### src/rtl/alu_pipe.sv
// alu_pipe: registered execute-stage ALU with valid/ready handshakes on both
// sides and registered result/flags. Optional multiply FSM behind ALU_MUL_EN.
// Ports: clk, rst (sync, active-high); in_valid/in_ready, func[3:0], ain, bin;
//   out_valid/out_ready, result, carry, z, neg, ovf, illegal, busy.
// ALU_MUL_EN defined: opcode 1101 runs a WIDTH-step shift-add multiply.
// ALU_MUL_EN undefined: 1101 completes in one clock and reports illegal.
module alu_pipe #(
  parameter int WIDTH = 8
) (
  input  logic             clk,
  input  logic             rst,
  input  logic             in_valid,
  output logic             in_ready,
  input  logic [3:0]       func,
  input  logic [WIDTH-1:0] ain,
  input  logic [WIDTH-1:0] bin,
  output logic             out_valid,
  input  logic             out_ready,
  output logic [WIDTH-1:0] result,
  output logic             carry,
  output logic             z,
  output logic             neg,
  output logic             ovf,
  output logic             illegal,
  output logic             busy
);

  localparam int M = WIDTH - 1;
  localparam logic [3:0] OP_MUL = 4'b1101;

  logic [WIDTH:0] ea, eb;
  logic [WIDTH:0] add_r, sub_r, rsub_r;
  logic [WIDTH:0] inc_r, dec_r;

  assign ea     = {1'b0, ain};
  assign eb     = {1'b0, bin};
  assign add_r  = ea + eb;
  assign sub_r  = ea - eb;
  assign rsub_r = eb - ea;
  assign inc_r  = ea + (WIDTH+1)'(1);
  assign dec_r  = ea - (WIDTH+1)'(1);

  function automatic logic
    ovf_add(logic a, logic b, logic r);
    return (a == b) && (r != a);
  endfunction

  function automatic logic
    ovf_sub(logic a, logic b, logic r);
    return (a != b) && (r != a);
  endfunction

  logic [WIDTH-1:0] nres;
  logic             ncar;
  logic             novf;
  logic             nill;

  always_comb begin
    nres = '0;
    ncar = 1'b0;
    novf = 1'b0;
    nill = 1'b0;
    case (func)
      4'b0000: nres = ~(ain & bin);
      4'b0001: begin
        nres = add_r[M:0];
        ncar = add_r[WIDTH];
        novf = ovf_add(ain[M], bin[M], add_r[M]);
      end
      4'b0010: begin
        nres = sub_r[M:0];
        ncar = sub_r[WIDTH];
        novf = ovf_sub(ain[M], bin[M], sub_r[M]);
      end
      4'b0011: begin
        nres = inc_r[M:0];
        ncar = inc_r[WIDTH];
        novf = ovf_add(ain[M], 1'b0, inc_r[M]);
      end
      4'b0100: begin
        nres = dec_r[M:0];
        ncar = dec_r[WIDTH];
        novf = ovf_sub(ain[M], 1'b0, dec_r[M]);
      end
      4'b0101: nres = add_r[M:0];
      4'b0110: nres = sub_r[M:0];
      4'b0111: nres = ain ^ bin;
      4'b1000: nres = ~ain;
      // Equal operands xor to zero, so z reports equality.
      4'b1001: nres = ain ^ bin;
      4'b1010, 4'b1011: begin
        nres = sub_r[M:0];
        ncar = sub_r[WIDTH];
        novf = ovf_sub(ain[M], bin[M], sub_r[M]);
      end
      4'b1100: begin
        nres = rsub_r[M:0];
        ncar = rsub_r[WIDTH];
        novf = ovf_sub(bin[M], ain[M], rsub_r[M]);
      end
      4'b1101: begin
`ifndef ALU_MUL_EN
        nill = 1'b1;
`else
        nres = '0;
`endif
      end
      4'b1110, 4'b1111: nres = add_r[M:0];
    endcase
  end

  assign z   = (result == '0);
  assign neg = result[M];

  logic accept;
  assign accept = in_valid && in_ready;

`ifdef ALU_MUL_EN
  localparam int CNT_W = $clog2(WIDTH) + 1;

  typedef enum logic [1:0] {
    IDLE,
    MUL,
    HOLD
  } state_t;

  state_t               state;
  logic [2*WIDTH-1:0]   acc;
  logic [2*WIDTH-1:0]   mcand;
  logic [2*WIDTH-1:0]   acc_nx;
  logic [WIDTH-1:0]     mplier;
  logic [CNT_W-1:0]     cnt;
  logic                 last;

  assign acc_nx = mplier[0] ? acc + mcand : acc;
  assign last   = (cnt == CNT_W'(WIDTH - 1));

  assign in_ready = !rst && (state == IDLE)
                 && (!out_valid || out_ready);

  always_ff @(posedge clk) begin
    if (rst) begin
      state     <= IDLE;
      out_valid <= 1'b0;
      result    <= '0;
      carry     <= 1'b0;
      ovf       <= 1'b0;
      illegal   <= 1'b0;
      busy      <= 1'b0;
      acc       <= '0;
      mcand     <= '0;
      mplier    <= '0;
      cnt       <= '0;
    end else begin
      unique case (state)
        IDLE: begin
          if (accept && func == OP_MUL) begin
            state     <= MUL;
            busy      <= 1'b1;
            out_valid <= 1'b0;
            acc       <= '0;
            mcand     <= {{WIDTH{1'b0}}, ain};
            mplier    <= bin;
            cnt       <= '0;
          end else if (accept) begin
            out_valid <= 1'b1;
            result    <= nres;
            carry     <= ncar;
            ovf       <= novf;
            illegal   <= nill;
          end else if (out_ready) begin
            out_valid <= 1'b0;
          end
        end
        MUL: begin
          acc    <= acc_nx;
          mcand  <= mcand << 1;
          mplier <= mplier >> 1;
          cnt    <= cnt + CNT_W'(1);
          if (last) begin
            result    <= acc_nx[WIDTH-1:0];
            carry     <= |acc_nx[2*WIDTH-1:WIDTH];
            ovf       <= 1'b0;
            illegal   <= 1'b0;
            out_valid <= 1'b1;
            busy      <= 1'b0;
            state     <= out_ready ? IDLE : HOLD;
          end
        end
        HOLD: begin
          if (out_ready) begin
            out_valid <= 1'b0;
            state     <= IDLE;
          end
        end
        default: state <= IDLE;
      endcase
    end
  end
`else
  assign busy     = 1'b0;
  assign in_ready = !rst && (!out_valid || out_ready);

  always_ff @(posedge clk) begin
    if (rst) begin
      out_valid <= 1'b0;
      result    <= '0;
      carry     <= 1'b0;
      ovf       <= 1'b0;
      illegal   <= 1'b0;
    end else if (accept) begin
      out_valid <= 1'b1;
      result    <= nres;
      carry     <= ncar;
      ovf       <= novf;
      illegal   <= nill;
    end else if (out_ready) begin
      out_valid <= 1'b0;
    end
  end
`endif

endmodule

### config.mk
export PLATFORM = sky130hd
export DESIGN_NAME = alu_pipe
export DESIGN_NICKNAME = d
export VERILOG_FILES = /design/src/rtl/alu_pipe.sv
export SDC_FILE = /design/constraint.sdc
export NUM_CORES = 1
export LEC_CHECK = 0
export BUFFER_PORTS_ARGS = -buffer_cell sky130_fd_sc_hd__buf_2
export CORE_MARGIN = 3
export CORE_UTILIZATION = 55
export CTS_CLUSTER_DIAMETER = 80
export DETAILED_ROUTE_END_ITERATION = 6
export PLACE_DENSITY = 0.9
export SLEW_MARGIN = 15
export SYNTH_ARGS = -nofsm -noshare
export SYNTH_HDL_FRONTEND = slang
export SYNTH_SLANG_ARGS = --single-unit
export TNS_END_PERCENT = 20
### constraint.sdc
create_clock -name clk -period 3.63 [get_ports clk]
set_input_delay 0.726 -clock clk [delete_from_list [all_inputs] [get_ports clk]]
set_output_delay 0.726 -clock clk [all_outputs]
set_load 0.02 [all_outputs]
==> qor.yml, run 1 <==
cp_common_cell: "a21o_1"
synth_area_leader_cell: "ha_1"
clock-root-buffer: "clkbuf_8"
clock_latency_ns: 0.24
synth-compound-area-share_pct: 36.06
finalPower_w: 0.0005897
rsz0062_at_grt: "no"
cts_setup_buffers: 0
reg2reg_to: "result[1]$_SDFFE_PP0P_"
power_leakage_nw: 1.141
setup_viol: 0
irDropWorstVdd_v: 0.00008332
required_ns: 3.75
fin_crit_sh_pct: 79.14
dieArea_sq_um: 5078
crit_family: "compound AO/OA/AOI/OAI gates"
syn_inst: 325
cts_buffer_depth: 2
clock_skew_ns: 0.004526
synth_edf_count: 0
io_buffers: 38
worstRegToRegCells: 6
cap_viol_max_count: 0
grt.overflow.total: 0
track_usage_pct: 27.56
insertedDiodeCount: 0
n_fill_cell: 373
final_area_sq_um: 2565
syn2layout_area_growth_pct: 9.509
max_freq_mhz: 348.1
vias: 2734
hpwlAfterDp_um: 5578
cts_max_level: 1
holdCritPathClass: "flop to flop"
grt_pass1_vias: 2366
grt_max_degree: 27
synthFlopType: "dfxtp_1"
yosys.area_share.simple_pct: 25.05
vias_per_cell: 6.835
clk_pin_slew_ns: 0.05
postLayoutCoreUtil_pct: 63.21
top_level_ports: 40
grt_pass1_wl_um: 11430
final_antenna_net_count: 0
syn-cell-area_sq_um: 2342
crit_buf_inv: 2
cpPeakStageDelay_ns: 0.51
reg2reg_from: "out_valid$_SDFFE_PP0P_"
ys_warn_count: 0
worstPathCellList: "buf_2 > inv_1 > fa_1 > a21o_1 > a221o_1 > a211o_1 > a21o_1 > a211oi_1 > a311oi_1"
synth_cell_type_count: 64
hold_depth: 2
finalSetupTns_ns: 0
start_util_pct: 57.72
remaining_drc_errors: 0
grt_antenna_before_repair: 0
yosysSeqAreaShare_pct: 10.26
gp_congestion: 1.051
wl_per_cell_um: 17.78
drt_iter0_drc: 429
hold_viol_final: 0
synthDominantCellAreaShare_pct: 14.96
fin_hold_ws_ns: 0.4711
nets: 407
drive_gt1_share_pct: 14.29
status: "finished, final reports clean"
crit_path_start_kind: "primary input"
numCtsBuffers: 3
synth_fp_nets: 380
die_h_um: 71.26
layout_min_cycle_time_ns: 2.873
synth_xor_area_share_pct: 1.496
drv_slew: 0
drtPass1Iterations: 5
worstHoldStart: "result[1]$_SDFFE_PP0P_"
ys_top_cells_by_area: "ha_1, dfxtp_1, a21oi_1"
power_density_nw_per_um2: 229.9
tightest_slew_ns: 0.7353
synth_top_family_by_area: "compound AO/OA/AOI/OAI gates"
muxShareOfSynthArea_pct: 1.763
row_count: 23
regToRegSetupSlack_ns: 1.55
async_flop_share_pct: 0
critPathSlowestCell: "fa_1"
cts_tree: "built"
wl_um: 7112
timing.slew.headroom_pct: 50.65
ys_ff_latch: 12
syn_area_per_cell_sq_um: 7.207
critPathKind: "primary input to flop"
postCtsHoldBufs: 0
crit_path_end_kind: "flop"
placed_cell_area_sq_um: 2524
arrival_ns: 2.99
cts.repair.resized: 0
whs_endpoint: "result[1]$_SDFFE_PP0P_"
die_w_um: 71.26
core_area_sq_um: 4058
synth_adder_area_share_pct: 17.52
cp_max_fo: 9
cts.sink_count: 12
==> worst reg2reg max path: cells and delay by family, from the launching register on <==
family          cells  cell delay, ns
flops               1            0.30
simple gates        3            0.64
compound gates      3            1.09
==> cell usage after synthesis (all sizes together), types with 5 or more instances <==
master	n
a21oi	25
nand2b	7
and3	5
buf	7
nor2	25
clkbuf	11
o221ai	6
nor3	11
o21ai	17
nand3	9
ha	28
nor2b	8
dfxtp	12
o22ai	6
nand2	21
a21o	7
a211oi	7
a31oi	8
inv	25
==> area by class of cell <==
type	count	area, sq um	share of cell area, %
Multi-Input combinational cell	270	1922	74.93
Sequential cell	12	240.2	9.366
Timing Repair Buffer	40	205.2	8.000
Inverter	25	93.84	3.659
Tap cell	50	62.56	2.439
Clock buffer	3	41.29	1.610
==> through the flow <==
stage	instances	setup WS, ns
global placement	397	0.6154
finish	400	0.7572
global route	400	0.5942
detailed placement	397	0.5503
CTS	400	0.8018
floorplan	325	0.7595
==> worst max-delay path by stage <==
stage,end,cells past startpoint,from
global placement,result[6]$_SDFFE_PP0P_,9,ain[1]
detailed placement,result[6]$_SDFFE_PP0P_,9,ain[1]
CTS,result[6]$_SDFFE_PP0P_,9,ain[1]
floorplan,result[7]$_SDFFE_PP0P_,10,ain[2]
global route,carry$_SDFFE_PP0P_,10,ain[0]
finish,result[6]$_SDFFE_PP0P_,9,ain[1]
==> registers in the layout (all words and copies together), names as in the netlist <==
name and count:
result 8, ovf 1, illegal 1, carry 1
out_valid 1
==> layer usage <==
| layer | up-vias | wire length, um | global-route usage, % |
|---|---|---|---|
| li1 | 1278 | - | - |
| met1 | 1242 | 2982 | 39.29 |
| met2 | 194 | 3155 | 44.29 |
| met3 | 20 | 833 | 2.945 |
| met4 | 0 | 140 | 7.307 |
| met5 | - | 0 | 0 |
==> where the power goes <==
part           switching [W]  internal [W]  leakage [nW]  total [W]
Combinational       0.000203      0.000122          1.02   0.000325
Clock              0.0000465     0.0000729        0.0216   0.000119
Sequential        0.00000562      0.000140        0.0980   0.000145
Total               0.000255      0.000335          1.14   0.000590
==> layout by cell type, fill, tap and decap left out, types with 8 or more instances in the layout <==
master / synthesis / layout
buf_2: 3 / 38
ha_1: 28 / 28
nor2_1: 25 / 25
a21oi_1: 25 / 25
inv_1: 24 / 24
nand2_1: 21 / 21
o21ai_0: 14 / 14
dfxtp_1: 12 / 12
nor3_1: 10 / 10
nand3_1: 9 / 9
nor2b_1: 8 / 8
a31oi_1: 8 / 8
==> cells by family after synthesis <==
kind of cell,count (synthesis)
muxes,4
AOI/OAI and AO/OA,120
DFF,12
xor gates and xnor gates,4
other,1
adders and majority gates,31
and+or+nand+nor,110
buffers and inverters,43
No activity file was read; power rests on OpenSTA's default activity.
==> run 2, diff against run 1 <==
--- a/config.mk
+++ b/config.mk
@@ -5,9 +5,10 @@
 export SDC_FILE = /design/constraint.sdc
 export NUM_CORES = 1
 export LEC_CHECK = 0
+export ABC_AREA = 1
 export BUFFER_PORTS_ARGS = -buffer_cell sky130_fd_sc_hd__buf_2
 export CORE_MARGIN = 3
-export CORE_UTILIZATION = 55
+export CORE_UTILIZATION = 52
 export CTS_CLUSTER_DIAMETER = 80
 export DETAILED_ROUTE_END_ITERATION = 6
 export PLACE_DENSITY = 0.9
==> constraint.sdc (replaced) <==
create_clock -name clk -period 2.4 [get_ports clk]
set_input_delay 0.48 -clock clk [delete_from_list [all_inputs] [get_ports clk]]
set_output_delay 0.48 -clock clk [all_outputs]
set_load 0.02 [all_outputs]
==> qor.yml, run 2 <==
start_util_pct: 54.95
syn_area_per_cell_sq_um: 5.978
final_antenna_net_count: 0
cp_max_fo: 6
final_area_sq_um: 2575
clock_skew_ns: 0.006755
arrival_ns: 2.23
wl_um: 6799
cts_buffer_depth: 2
syn-cell-area_sq_um: 2230
track_usage_pct: 27.73
synth_area_leader_cell: "ha_1"
drt_iter0_drc: 324
numCtsBuffers: 3
irDropWorstVdd_v: 0.0003186
yosysMostFrequentCell: "nand2_1"
hpwlAfterDp_um: 5341
placed_cell_area_sq_um: 2520
required_ns: 2.53
n_fill_cell: 391
gp_congestion: 1.005
timing.slew.headroom_pct: 63.52
synthTopCellsByCount: "nand2_1, inv_1, a21oi_1"
ys_top_cells_by_area: "ha_1, nand2_1, dfxtp_1"
power_leakage_nw: 1.365
cts_max_level: 1
die_w_um: 71.48
p_clk_share_pct: 23.9
ys_warn_count: 0
cts.repair.resized: 0
top_layer: "met4"
pwr-share-seq_pct: 23.9
remaining_drc_errors: 0
clock_latency_ns: 0.24
syn2layout_area_growth_pct: 15.49
cts_setup_buffers: 0
finalSetupTns_ns: 0
largest_reg_flops: 8
cts_tree: "built"
dieArea_sq_um: 5109
clock-root-buffer: "clkbuf_8"
p_sw_share_pct: 42.95
crit_path_start_kind: "primary input"
wl_per_cell_um: 14.53
crit_path_end_kind: "flop"
vias_per_cell: 5.979
cap_viol_max_count: 0
yosysSeqAreaShare_pct: 10.77
ys_ff_latch: 12
vias: 2798
top_register: "result"
postCtsHoldBufs: 0
final_common_cell: "nand2_1"
synthFlopType: "dfxtp_1"
tightest_slew_ns: 0.5404
p_switching_w: 0.0003958
drt-met1-wl_um: 2678
nets: 474
grt_antenna_before_repair: 0
async_flop_share_pct: 0
grt_max_degree: 14
synth_edf_count: 0
syn_inst: 373
synth_fp_nets: 428
insertedDiodeCount: 0
grt_pass1_vias: 2655
layout_min_cycle_time_ns: 2.108
max_freq_mhz: 474.5
grt.overflow.total: 0
p_int_w: 0.0005258
dr_wl_met2_um: 3220
drtPass1Iterations: 5
fin_crit_sh_pct: 87.81
row_count: 23
holdCritPathClass: "primary input to flop"
power_density_nw_per_um2: 357.9
p_comb_share_pct: 52.2
critPathKind: "primary input to flop"
clk_pin_slew_ns: 0.06
cts.sink_count: 12
setup_viol: 0
io_buffers: 38
status: "finished, final reports clean"
hold_viol_final: 0
synthDominantCellAreaShare_pct: 15.71
grt_pass1_wl_um: 11610
synth_cell_type_count: 44
core_area_sq_um: 4058
die_h_um: 71.48
mostFrequentLayoutCells: "nand2_1, inv_1, buf_2"
top_level_ports: 40
rsz0062_at_grt: "no"
drv_slew: 0
drive_gt1_share_pct: 15.79
met3_length_um: 639
==> run 2: cell count changes after synthesis, sizes merged, moves of 6 or more <==
cell    previous run  this run
nand2             21        94
inv               25        54
nand3              9        32
a21oi             25        36
nand4              1        11
clkbuf            11         3
nor2b              8         0
a21o               7         0
nand2b             7         0
a31oi              8         2
nor3              11         5
==> run 2: through the flow <==
stage	util (%)	total power (W)	worst slack [ns]	std cells	hold WS (ns)
2_1_floorplan	-	0.0005428	0.2939	373	0.5450
3_3_place_gp	62.10	0.0006772	0.1025	464	0.4560
3_5_place_dp	62.10	0.0006889	0.08787	464	0.4546
4_1_cts	63.46	0.0009089	0.3287	468	0.4591
5_1_grt	63.46	0.0009896	0.03161	468	0.4759
6_report	63.46	0.0009216	0.2925	468	0.4552
==> run 2: per-layer routing <==
| layer | vias to the layer above | GRT usage (%) |
|---|---|---|
| met5 | - | 0 |
| met4 | 0 | 12.11 |
| met3 | 35 | 5.049 |
| met2 | 173 | 46.22 |
| met1 | 1252 | 34.82 |
| li1 | 1338 | - |
==> run 2: cells by family (layout without fill, tap and decap cells) <==
family                   after synthesis  count (layout)  synth area share, %
flip-flops                            12              12                10.77
adder cells (fa/ha/maj)               31              31                18.41
buffers and inverters                 66             111                12.06
XOR/XNOR                               3               3                1.179
AND/OR/NAND/NOR                      179             179                34.85
AO/OA/AOI/OAI                         81              81                22.56
other                                  1               1               0.1682
==> run 2: final timing paths <==
kind | startpoint | to | slack (ns) | depth (start not counted)
setup / recovery | ain[0] | carry$_SDFFE_PP0P_ | 0.29 | 14
hold / removal | in_valid | out_valid$_SDFFE_PP0P_ | 0.46 | 3
setup reg to reg | out_valid$_SDFFE_PP0P_ | result[1]$_SDFFE_PP0P_ | 1.03 | 5
hold reg to reg | carry$_SDFFE_PP0P_ | carry$_SDFFE_PP0P_ | 0.46 | 2
==> run 2: worst max-delay path: stages <==
cell     delay [ns]
buf_2          0.14
inv_1          0.10
ha_1           0.23
fa_1           0.37
inv_1          0.10
nand3_1        0.07
nand2_1        0.14
a21oi_1        0.10
nor2_1         0.14
o21ai_0        0.10
nand2_1        0.06
nand4_1        0.08
nand2_1        0.07
a21oi_1        0.06
==> run 2: final cells by class <==
cell class / instances / area [sq um] / share of cell area (%)
Clock buffer: 4 / 55.05 / 2.138
Timing Repair Buffer: 50 / 280.3 / 10.88
Inverter: 57 / 216.5 / 8.406
Tap cell: 50 / 62.56 / 2.430
Multi-Input combinational cell: 295 / 1720 / 66.81
Sequential cell: 12 / 240.2 / 9.329
==> run 2: power by group through the flow <==
stage | logic (W) | registers, W | clock network (W)
6_report | 0.000481 | 0.000220 | 0.000220
5_1_grt | 0.000538 | 0.000222 | 0.000230
4_1_cts | 0.000469 | 0.000220 | 0.000220
3_5_place_dp | 0.000466 | 0.000223 | 0
3_3_place_gp | 0.000455 | 0.000223 | 0
2_1_floorplan | 0.000306 | 0.000237 | 0
==> run 3, diff against run 2 <==
--- a/config.mk
+++ b/config.mk
@@ -12,6 +12,8 @@
 export CTS_CLUSTER_DIAMETER = 80
 export DETAILED_ROUTE_END_ITERATION = 6
 export PLACE_DENSITY = 0.9
+export SKIP_CTS_REPAIR_TIMING = 1
+export SKIP_LAST_GASP = 1
 export SLEW_MARGIN = 15
 export SYNTH_ARGS = -nofsm -noshare
 export SYNTH_HDL_FRONTEND = slang
==> constraint.sdc (replaced) <==
create_clock -name clk -period 1.7 [get_ports clk]
set_input_delay 0.34 -clock clk [delete_from_list [all_inputs] [get_ports clk]]
set_output_delay 0.34 -clock clk [all_outputs]
set_load 0.02 [all_outputs]
==> qor.yml, run 3 (synthesis results as in run 2) <==
numCtsBuffers: 3
cpPeakStageDelay_ns: 0.33
insertedDiodeCount: 0
cap_viol_max_count: 0
top_level_ports: 40
critPathKind: "primary input to flop"
cts_buffer_depth: 2
rsz0062_at_grt: "yes"
worstRegToRegCells: 6
drv_slew: 0
status: "finished, violations left"
layout_min_cycle_time_ns: 1.841
fin_hold_ws_ns: 0.3367
power_leakage_nw: 1.629
wl_um: 8609
pwr-share-seq_pct: 20.5
irDropWorstVdd_v: 0.0003384
dieArea_sq_um: 5109
p_int_w: 0.0008464
remaining_drc_errors: 0
die_w_um: 71.48
hold_viol_final: 0
drtPass1Iterations: 5
regToRegSetupSlack_ns: 0.38
vias: 3175
start_util_pct: 54.95
grt_max_degree: 14
cts_tree: "built"
p_clk_share_pct: 17.4
cts.sink_count: 12
violations: "setup timing"
final_antenna_net_count: 0
reg2reg_from: "out_valid$_SDFFE_PP0P_"
worstPathCellList: "buf_4 > inv_2 > ha_2 > fa_2 > inv_2 > nand3_1 > nand2_2 > a21oi_2 > nor2_2 > o21ai_1 > nand2_1 > nand4_1 > nand2_1 > a21oi_1"
hpwlAfterDp_um: 6357
crit_family: "simple AND/OR/NAND/NOR gates"
top_register: "result"
worstHoldStart: "in_valid"
clock-root-buffer: "clkbuf_8"
grt_pass1_vias: 2945
post-place-ws_ns: -0.4029
clock_skew_ns: 0.005065
required_ns: 1.82
crit_path_start_kind: "primary input"
arrival_ns: 1.96
io_buffers: 38
die_h_um: 71.48
drt_iter0_drc: 434
wl_per_cell_um: 16.52
mostFrequentLayoutCells: "nand2_1, buf_4, inv_1"
grt_antenna_before_repair: 0
crit_buf_inv: 3
nets: 528
cp_num_cells: 14
reg2reg_to: "carry$_SDFFE_PP0P_"
setup_viol: 8
p_sw_share_pct: 44.14
row_count: 23
cts_max_level: 1
holdCritPathClass: "primary input to flop"
crit_path_start: "ain[0]"
clk_pin_slew_ns: 0.05
crit_end: "carry$_SDFFE_PP0P_"
cp_max_fo: 4
p_comb_share_pct: 62.1
grt_pass1_wl_um: 12920
syn2layout_area_growth_pct: 44.28
power_density_nw_per_um2: 471.0
vias_per_cell: 6.094
largest_reg_flops: 8
drive_gt1_share_pct: 36.73
gp_congestion: 0.9882
n_fill_cell: 284
crit_path_end_kind: "flop"
finalPower_w: 0.001515
grt.overflow.total: 0
track_usage_pct: 31.06
core_area_sq_um: 4058
clock_latency_ns: 0.24
final_common_cell: "nand2_1"
p_switching_w: 0.0006688
max_freq_mhz: 543.1
fin_ws_ns: -0.1411
critPathSlowestCell: "fa_2"
fin_crit_sh_pct: 108.3
[run 3: changes by cell type in the layout (fill, tap and decap cells not counted), sizes merged]
| cell | delta |
|---|---|
| buf | +54 |
| clkbuf | -1 |
| clkinvlp | +1 |
| inv | -1 |
[run 3: worst min-delay path, delay by kind of cell]
kind	cells	cell delay, ns
buffers and inverters	1	0.09
AND/OR/NAND/NOR	1	0.07
AO/OA/AOI/OAI	1	0.04
[run 3: layout make-up]
| cell class | count | area (sq um) | area share (%) |
|---|---|---|---|
| Timing Repair Buffer | 104 | 704.4 | 21.90 |
| Tap cell | 50 | 62.56 | 1.945 |
| Multi-Input combinational cell | 295 | 1947 | 60.52 |
| Sequential cell | 12 | 240.2 | 7.468 |
| Clock buffer | 3 | 41.29 | 1.284 |
| Inverter | 57 | 221.5 | 6.884 |
[run 3: worst min path at each step]
stage / end / slack (ns) / cells after the start
floorplan: result[4]$_SDFFE_PP0P_ / 0.41 / 1
global placement: ovf$_SDFFE_PP0P_ / 0.46 / 2
detailed placement: ovf$_SDFFE_PP0P_ / 0.46 / 2
CTS: out_valid$_SDFFE_PP0P_ / 0.33 / 3
global route: out_valid$_SDFFE_PP0P_ / 0.35 / 3
finish: out_valid$_SDFFE_PP0P_ / 0.34 / 3
[run 3: metrics by stage]
step / area (sq um) / cells / util, % / TNS [ns]
after floorplan: 2310 / 373 / - / -0.09514
after global placement: 2958 / 513 / 72.90 / -2.256
after detailed placement: 2958 / 513 / 72.90 / -2.709
after CTS: 2999 / 516 / 73.91 / -0.6569
after global routing: 3217 / 521 / 79.28 / -1.455
final: 3217 / 521 / 79.28 / -0.5989
[run 3: layer usage]
metal / vias to the layer above / GRT usage (%) / wire, um
met3: 70 / 4.909 / 745
li1: 1452 / - / -
met1: 1430 / 36.51 / 3112
met2: 223 / 53.57 / 4153
met4: 0 / 17.12 / 599
met5: - / 0 / 0
[run 3: power groups by stage]
stage / clock (W) / sequential (W) / combinational, W
final: 0.000264 / 0.000311 / 0.000940
after global routing: 0.000275 / 0.000312 / 0.00101
after CTS: 0.000263 / 0.000310 / 0.000826
after detailed placement: 0 / 0.000315 / 0.000817
after global placement: 0 / 0.000314 / 0.000788
after floorplan: 0 / 0.000334 / 0.000462
